**config.mk**
```make
export PLATFORM = sky130hd
export DESIGN_NAME = load_store_unit
export DESIGN_NICKNAME = d
export VERILOG_FILES = /design/src/rtl/load_store_unit.sv
export SDC_FILE = /design/constraint.sdc
export NUM_CORES = 1
export LEC_CHECK = 0
export ABC_AREA = 0
export CORE_MARGIN = 8
export CORE_UTILIZATION = 25
export CTS_BUF_LIST = sky130_fd_sc_hd__clkbuf_4 sky130_fd_sc_hd__clkbuf_8 sky130_fd_sc_hd__clkbuf_16
export DETAILED_ROUTE_END_ITERATION = 16
export PLACE_DENSITY = 0.6
export SYNTH_ARGS = -nofsm -noshare
export SYNTH_HDL_FRONTEND = slang
export SYNTH_SLANG_ARGS = --single-unit
```
**constraint.sdc**
```tcl
create_clock -name clk -period 2.1 [get_ports clk]
set_clock_uncertainty 0.05 [all_clocks]
set_input_delay 0.21 -clock clk [delete_from_list [all_inputs] [get_ports clk]]
set_output_delay 0.21 -clock clk [all_outputs]
set_load 0.02 [all_outputs]
```
**src/rtl/load_store_unit.sv**
```systemverilog
// Data-side master for a single-port synchronous word RAM: byte/half/word loads and stores,
// sub-word stores done as read-modify-write. Latency from accept: error 0, word store 1, load 2,
// sub-word store 3 cycles to resp_valid. Backpressure: req_ready high only in IDLE, one request in flight.
//
// Ports:
//   clk, resetn                      clock (shared with RAM), async active-low reset
//   req_valid/req_ready              request handshake, fields latched on the accept edge
//   req_we, req_funct3               1 = store; RISC-V funct3 size/sign encoding
//   req_addr, req_wdata              byte address; right-aligned store data
//   resp_valid, resp_rdata, resp_err one-cycle completion pulse with formatted load data / error flag
//   mem_addr, mem_wdata, mem_rw      RAM word address (byte form), write word, 1 = read / 0 = write
//   mem_rdata                        RAM registered read data, valid the cycle after a read
module load_store_unit #(
  parameter int unsigned MEM_WORDS = 256
) (
  input  logic        clk,
  input  logic        resetn,
  input  logic        req_valid,
  output logic        req_ready,
  input  logic        req_we,
  input  logic [2:0]  req_funct3,
  input  logic [31:0] req_addr,
  input  logic [31:0] req_wdata,
  output logic        resp_valid,
  output logic [31:0] resp_rdata,
  output logic        resp_err,
  output logic [31:0] mem_addr,
  output logic [31:0] mem_wdata,
  output logic        mem_rw,
  input  logic [31:0] mem_rdata
);

  typedef enum logic [2:0] {
    S_IDLE = 3'd0,
    S_RD   = 3'd1,
    S_CAP  = 3'd2,
    S_WR   = 3'd3,
    S_DONE = 3'd4
  } state_t;

  localparam logic [31:0] MEM_WORDS_W = 32'(MEM_WORDS);

  state_t      state_q, state_d;
  logic [31:0] addr_q, addr_d;
  logic [1:0]  off_q, off_d;
  logic [2:0]  funct3_q, funct3_d;
  logic        we_q, we_d;
  logic [31:0] wdata_q, wdata_d;
  logic [31:0] mem_wdata_q, mem_wdata_d;
  logic [31:0] resp_rdata_q, resp_rdata_d;
  logic        resp_err_q, resp_err_d;

  // Request legality, evaluated on the live request fields at the accept edge.
  logic req_err;
  always_comb begin
    req_err = 1'b0;
    if (req_funct3 == 3'b011 || req_funct3 == 3'b110 || req_funct3 == 3'b111) req_err = 1'b1;
    if (req_we && req_funct3[2])                                      req_err = 1'b1;
    if (req_funct3[1:0] == 2'b01 && req_addr[0])                      req_err = 1'b1;
    if (req_funct3[1:0] == 2'b10 && req_addr[1:0] != 2'b00)           req_err = 1'b1;
    if ({2'b00, req_addr[31:2]} >= MEM_WORDS_W)                       req_err = 1'b1;
  end

  // Load formatting of the RAM word according to the latched size/sign and lane offset.
  logic [7:0]  ld_byte;
  logic [15:0] ld_half;
  logic [31:0] ld_data;
  always_comb begin
    ld_byte = 8'h00;
    ld_half = off_q[1] ? mem_rdata[31:16] : mem_rdata[15:0];
    case (off_q)
      2'd0:    ld_byte = mem_rdata[7:0];
      2'd1:    ld_byte = mem_rdata[15:8];
      2'd2:    ld_byte = mem_rdata[23:16];
      default: ld_byte = mem_rdata[31:24];
    endcase
    case (funct3_q[1:0])
      2'b00:   ld_data = {{24{ld_byte[7]  & ~funct3_q[2]}}, ld_byte};
      2'b01:   ld_data = {{16{ld_half[15] & ~funct3_q[2]}}, ld_half};
      default: ld_data = mem_rdata;
    endcase
  end

  // Sub-word store merge: only the addressed lane takes new data, the rest comes from the RAM word.
  logic [31:0] st_merge;
  always_comb begin
    st_merge = mem_rdata;
    if (funct3_q[1:0] == 2'b00) begin
      case (off_q)
        2'd0:    st_merge[7:0]   = wdata_q[7:0];
        2'd1:    st_merge[15:8]  = wdata_q[7:0];
        2'd2:    st_merge[23:16] = wdata_q[7:0];
        default: st_merge[31:24] = wdata_q[7:0];
      endcase
    end else if (off_q[1]) begin
      st_merge[31:16] = wdata_q[15:0];
    end else begin
      st_merge[15:0] = wdata_q[15:0];
    end
  end

  always_comb begin
    state_d      = state_q;
    addr_d       = addr_q;
    off_d        = off_q;
    funct3_d     = funct3_q;
    we_d         = we_q;
    wdata_d      = wdata_q;
    mem_wdata_d  = mem_wdata_q;
    resp_rdata_d = resp_rdata_q;
    resp_err_d   = resp_err_q;
    case (state_q)
      S_IDLE: begin
        if (req_valid) begin
          off_d    = req_addr[1:0];
          funct3_d = req_funct3;
          we_d     = req_we;
          wdata_d  = req_wdata;
          if (req_err) begin
            // No RAM access at all: mem_addr keeps its previous value.
            resp_err_d   = 1'b1;
            resp_rdata_d = 32'h0;
            state_d      = S_DONE;
          end else begin
            addr_d = {req_addr[31:2], 2'b00};
            if (req_we && req_funct3[1:0] == 2'b10) begin
              mem_wdata_d = req_wdata;
              state_d     = S_WR;
            end else begin
              state_d = S_RD;
            end
          end
        end
      end
      S_RD:  state_d = S_CAP;
      S_CAP: begin
        if (we_q) begin
          mem_wdata_d = st_merge;
          state_d     = S_WR;
        end else begin
          resp_rdata_d = ld_data;
          state_d      = S_DONE;
        end
      end
      S_WR:  state_d = S_DONE;
      S_DONE: begin
        resp_rdata_d = 32'h0;
        resp_err_d   = 1'b0;
        state_d      = S_IDLE;
      end
      default: state_d = S_IDLE;
    endcase
  end

  always_ff @(posedge clk or negedge resetn) begin
    if (!resetn) begin
      state_q      <= S_IDLE;
      addr_q       <= 32'h0;
      off_q        <= 2'b00;
      funct3_q     <= 3'b000;
      we_q         <= 1'b0;
      wdata_q      <= 32'h0;
      mem_wdata_q  <= 32'h0;
      resp_rdata_q <= 32'h0;
      resp_err_q   <= 1'b0;
    end else begin
      state_q      <= state_d;
      addr_q       <= addr_d;
      off_q        <= off_d;
      funct3_q     <= funct3_d;
      we_q         <= we_d;
      wdata_q      <= wdata_d;
      mem_wdata_q  <= mem_wdata_d;
      resp_rdata_q <= resp_rdata_d;
      resp_err_q   <= resp_err_d;
    end
  end

  // mem_rw is decoded from the state register so an async reset forces it high immediately.
  assign mem_rw     = (state_q != S_WR);
  assign req_ready  = (state_q == S_IDLE);
  assign resp_valid = (state_q == S_DONE);
  assign resp_rdata = resp_rdata_q;
  assign resp_err   = resp_err_q;
  assign mem_addr   = addr_q;
  assign mem_wdata  = mem_wdata_q;

endmodule
```
; Yosys cells after proc, flatten, opt, wreduce, memory -nomap -nowiden
; Cells that the tools add are included.
[totals]
ff_bits = 120
inputBits = 103
wordCells = 84
[op_classes]
order_cmp = 1
eq_ne = 19
n_mux = 32
bitwise_logic = 4
n_reduce_logical = 19
[ops]
columns = cell, count
row1 = 2-to-1 mux 32 bit, 8
row2 = one-hot mux 32 bit (2 select lines), 2
row3 = one-hot mux 32 bit (3 select lines), 1
row4 = 2-to-1 mux 16 bit, 3
row5 = 2-to-1 mux 8 bit, 4
row6 = ">= comparator 30 x 9 -> 1 bit, second input constant", 1
row7 = one-hot mux 8 bit (3 select lines), 1
row8 = one-hot mux 3 bit (4 select lines), 1
row9 = "== test 3 x 2 -> 1 bit, second input constant", 3
row10 = "== test 3 bit, second input constant", 3
row11 = 2-to-1 mux 3 bit, 3
row12 = "!= test 2 bit, second input constant", 4
row13 = 2-to-1 mux 1 bit, 7
row14 = "== test 2 x 1 -> 1 bit, second input constant", 3
row15 = AND reduction 3 bit, 2
row16 = nonzero test 2 bit, 3
row17 = AND reduction 5 bit, 1
row18 = "== test 2 bit, second input constant", 2
row19 = logical AND 1 bit, 4
row20 = zero test 2 bit, 2
row21 = "!= test 2 x 1 -> 1 bit, second input constant", 2
row22 = AND reduction 4 bit, 1
row23 = "== test 3 x 1 -> 1 bit, second input constant", 1
row24 = zero test 3 bit, 1
row25 = 9 further kinds, 12

; Logic depth before layout (Yosys ltp)
[logic_depth]
word_depth = 11
depth_mapped = 8
depth_no_buf = 5

; Worst setup path after synthesis
; No wires, ideal clock.
[synth_path]
path_type = register -> register
from = register state_q[0]
to = register funct3_q[2]
setup_time_ns = 0.125
t_arrival_ns = 2.309
path_slack_ns = -0.384
stages_incl_launch_ff = 7
path_cell_list = dfrtp_1 clkbuf_1 nor3_1 and2_1 clkbuf_1 clkbuf_1 mux2_2
[synth_between]
elab_chain_len = 2
[synth_lines]
columns = item, line
row1 = start: declaration, 43  ; state_t state_q, state_d;
row2 = start signal: assignment, 167  ; state_q <= state_d;
row3 = zero test 3 bit, n/a
row4 = named net req_ready, 19  ; output logic req_ready,
row5 = AND reduction 2 bit (no source line), n/a
row6 = end signal: assignment, 170  ; funct3_q <= funct3_d;
row7 = end: declaration, 46  ; logic [2:0] funct3_q, funct3_d;
; The timed path passes the listed nets, and every way through them passes these cells.
; A chain may end at the register's enable or synchronous reset.

; Worst setup path after layout
[layout_path]
from = input req_funct3[2]
to = register mem_wdata_q[9], in the netlist mem_wdata[9]
[layout_between]
elab_chain_len = 10
[layout_lines]
columns = item, line
row1 = start: declaration, 21  ; input logic [2:0] req_funct3,
row2 = == test 3 x 2 -> 1 bit or == test 3 bit (tied branches), 57  ; if (req_funct3 == 3'b011 || req_funct3 == 3'b110 || req_funct3 == 3'b111) req_err = 1'b1;
row3 = logical OR 1 bit (2 in a row), 57
row4 = 2-to-1 mux 1 bit, 57
row5 = 2-to-1 mux 1 bit (*), 58  ; if (req_we && req_funct3[2]) req_err = 1'b1;
row6 = 2-to-1 mux 1 bit (*), 59  ; if (req_funct3[1:0] == 2'b01 && req_addr[0]) req_err = 1'b1;
row7 = 2-to-1 mux 1 bit (*), 60  ; if (req_funct3[1:0] == 2'b10 && req_addr[1:0] != 2'b00) req_err = 1'b1;
row8 = 2-to-1 mux 1 bit (*), 61  ; if ({2'b00, req_addr[31:2]} >= MEM_WORDS_W) req_err = 1'b1;
row9 = != test 2 bit (no source line) (*), n/a
row10 = AND reduction 5 bit (no source line) (*), n/a
row11 = end signal: assignment, 173  ; mem_wdata_q <= mem_wdata_d;
row12 = end: declaration, 49  ; logic [31:0] mem_wdata_q, mem_wdata_d;
; Mark *: on every way between the ends. The rest lies on a longest branch, timed or not.

==> impl_summary.log <==
INFO  metric outcome = finished, final reports clean
INFO  metric maxCapViolations = 0
INFO  metric setup-violations-final = 0
INFO  metric drt-vias-per-instance = 4.761
INFO  metric setup_total_negative_slack = 0 ps
INFO  metric cts.sinks = 120
INFO  metric synth_cell_types = 41
INFO  metric fillerInstances = 2278
INFO  metric path_cells = clkdlybuf4s50_1 > or4_4 > a2111oi_4 > buf_4 > o211ai_4 > buf_12 > mux2_1
INFO  metric grt_pass1_vias = between 5000 and 6000
INFO  metric routabilityCongestion = between 0.8 and 0.9
INFO  metric global_route_wire_length_before_repair = around 33 mm
INFO  metric syn-mean-instance-area = 10.85 sq um
INFO  metric area_share_of_the_largest_cell_type_after_synthesis = 0.5165
INFO  metric detail_route.first_pass.iterations = 5
INFO  metric die-width = 168.5 microns
INFO  metric synth_cells = 536
INFO  metric wirelength_met1 = 9.252 mm
INFO  metric hold_path.class = in2reg
INFO  metric synthFlopType = dfrtp_1
INFO  metric post-synth-top-area-cell = dfrtp_1
INFO  metric post-synth-top-count-cell = dfrtp_1
INFO  metric final.min_clock_period = 2042 ps
INFO  metric route.detailed.wl_per_inst = 20.51 microns
INFO  metric post_route_cells_drive_above_1_share = 0.2026
INFO  metric antennaDiodeCount = 0
INFO  metric post_dp_hpwl = 16.57 mm
INFO  metric dr.max_layer_used = met5
INFO  metric io_buffer_count = 200
INFO  metric critical_path_class = in2reg
INFO  metric area.growth.synth_to_final = 56.08%
INFO  metric placedCellCount = 1031
INFO  metric master_cell_of_the_clock_root_buffer = clkbuf_16
INFO  metric timing.hold.ws = 171.7 ps
INFO  metric floorplan.initialDensity = 0.2515
INFO  metric row_count = 56
INFO  metric ant_nets = 0
INFO  metric worstPathRequired = 2340 ps
INFO  metric route.met2.wl = ~10 mm
INFO  metric num_vias = 5070
INFO  metric sum_of_met3_wire_segment_lengths_after_detailed_routing = 2.302 mm
INFO  metric tightest_slew = 744.3 ps
INFO  metric worstSkewPairLatency = between 400 and 500 ps
INFO  metric post-route-period-util = 0.9725
INFO  metric instances_no_fill = around 1100
INFO  metric clk_transition_reported_paths = ~50 ps
INFO  metric detail_route.iter0.violations = 304
INFO  metric cellPowerDensity = 695.1 nW/um^2
INFO  metric global_route.usage.total = 0.1528
INFO  metric max-clock-path-buffers = 2
INFO  metric synth-seq-area-share = 0.5165
INFO  metric number_of_antenna_violations_at_the_first_check_in_global_routing = 3
INFO  metric die_h = ~170 microns
INFO  metric yosys-top-cells-area = dfrtp_1 52%, mux2_2 13%, nand2_1 4.8%, o2bb2ai_1 4.7%, o21ai_0 3.7%
INFO  metric yosys_warnings = 0
INFO  metric timing.critical_path.to_type = flop
INFO  metric pre_cts_ws = -395.9 ps
INFO  metric detail_route.wirelength = 21.84 mm
INFO  metric ys_seq_elements = 120
INFO  metric setup_repair_after_global_routing_missed_its_margin = false
INFO  metric overall_power = 6.308 mW
INFO  metric nets = 866
INFO  metric p_leak = 3.985 nW
INFO  metric grt_start_max_net_pins = 45
INFO  metric tritoncts = yes
INFO  metric utilization = 0.3925
INFO  metric crit_path_max_incr_delay = between 500 and 600 ps
INFO  metric dieArea = 28390 sq um
INFO  metric area.sequential = 3003 sq um
INFO  metric cts_buffers = 17
INFO  metric ios = 203
INFO  metric ys_async_sr_fraction = 1.000
INFO  metric edff_count_synth = 0
INFO  metric cp_max_fo = 10
INFO  metric fmax = 489.6 MHz
INFO  metric top_post_synthesis_cells_by_count = 120 x dfrtp_1, 75 x nand2_1, 66 x mux2_2
INFO  metric syn_area = 5814 sq um
INFO  metric cts.htree.levels = 4
INFO  metric final_design_area_no_fill = between 9000 and 10000 sq um
INFO  metric total_area_of_multi_input_combinational_cells = 2625 sq um
INFO  metric worst_ir_drop_vdd = 613.3 uV
INFO  metric drc = 0
INFO  metric tightest_slew_margin_relative_to_the_limit = 0.5033
INFO  metric post_route_setup_slack = 57.69 ps
INFO  metric final-max-slew-violation-count = 0
INFO  metric crit_arrival = between 2000 and 2500 ps
INFO  metric placeableCoreArea = 23120 sq um
INFO  metric post_dp_cell_area = ~8400 sq um
INFO  metric critPathBufInv = 3
INFO  metric crit_path_start_kind = input pin
INFO  metric cp_top_delay_family = buffers and inverters
INFO  metric timing.critical_path.slowest_stage_cell = or4_4
INFO  metric overflow = 0
INFO  metric final_hold_violation_count = 0
state kept, by name, summed over array words and instances, names as in the netlist:
| signal | flops |
|---|---|
| mem_addr | 30 |
| state_q | 3 |
| resp_err | 1 |
| wdata_q | 16 |
| we_q | 1 |
| mem_wdata | 32 |
| funct3_q | 3 |
| off_q | 2 |
| resp_rdata | 32 |
worst paths after layout:
| path | startpoint | cells past startpoint | endpoint | slack (ps) |
|---|---|---|---|---|
| worst max register to register | funct3_q[0] | 5 | mem_wdata[21] | 130 |
| max in group asynchronous | resetn | 3 | mem_wdata[18] | 1060 |
| worst min register to register | mem_addr[29] | 1 | mem_addr[29] | 440 |
| worst min-delay path | req_funct3[0] | 3 | funct3_q[0] | 170 |
| worst max-delay path | req_funct3[2] | 7 | mem_wdata[9] | 60 |
| min in group asynchronous | resetn | 2 | mem_addr[2] | 240 |
report_power, final:
part,switching [mW],internal (mW),leakage [nW]
logic,0.572,0.518,2.08
registers,0.0750,2.38,1.62
clock network,1.04,1.72,0.278
total,1.68,4.62,3.98
cell families after synthesis:
kind of cell	share of synthesized area
buf+inv	0.03916
compound gates	0.1642
simple gates	0.1145
flops	0.5165
other cells	0.0006450
mux	0.1651
what timing repair did:
| action | in CTS | in global routing |
|---|---|---|
| gates cloned | 0 | 2 |
| hold buffers | 1 | 0 |
| setup buffers | 0 | 0 |
| resized for setup | 2 | 8 |
| hold endpoints to repair | 29 | 0 |
| endpoints found under the setup margin | 2 | 38 |
worst min-delay path: cells and delay by family:
kind / cells / cell delay [ps]
buf+inv: 2 / 250
mux: 1 / 140
final cells by class:
cell class              instances  area share
well taps                     290     0.03998
clock buffers                  22     0.05308
multi-input cells             366      0.2893
inverters                      12    0.004963
repair buffers                246      0.2735
clock inverters                 9    0.008272
flip-flops and latches        120      0.3309
placed cells by master, fill, tap and decap left out, types with 9 or more instances in the layout:
| master | Yosys | final |
|---|---|---|
| o22ai_1 | 9 | 9 |
| mux2_2 | 66 | 66 |
| nand2_1 | 75 | 72 |
| o2bb2ai_1 | 31 | 31 |
| clkdlybuf4s50_1 | 0 | 196 |
| and2_1 | 23 | 23 |
| nand2b_1 | 9 | 9 |
| inv_1 | 12 | 12 |
| o21ai_0 | 43 | 42 |
| dfrtp_1 | 120 | 120 |
| clkbuf_16 | 0 | 19 |
| buf_4 | 2 | 36 |
| a21oi_1 | 23 | 22 |
| mux2i_1 | 16 | 16 |
metal layers:
layer / global-route usage / vias to the layer above
met2: 0.2320 / 194
met3: 0.07058 / 25
met4: 0.04348 / 6
met5: 0 / -
li1: - / 2387
met1: 0.1919 / 2458
Power figures use the tool's default switching activity.
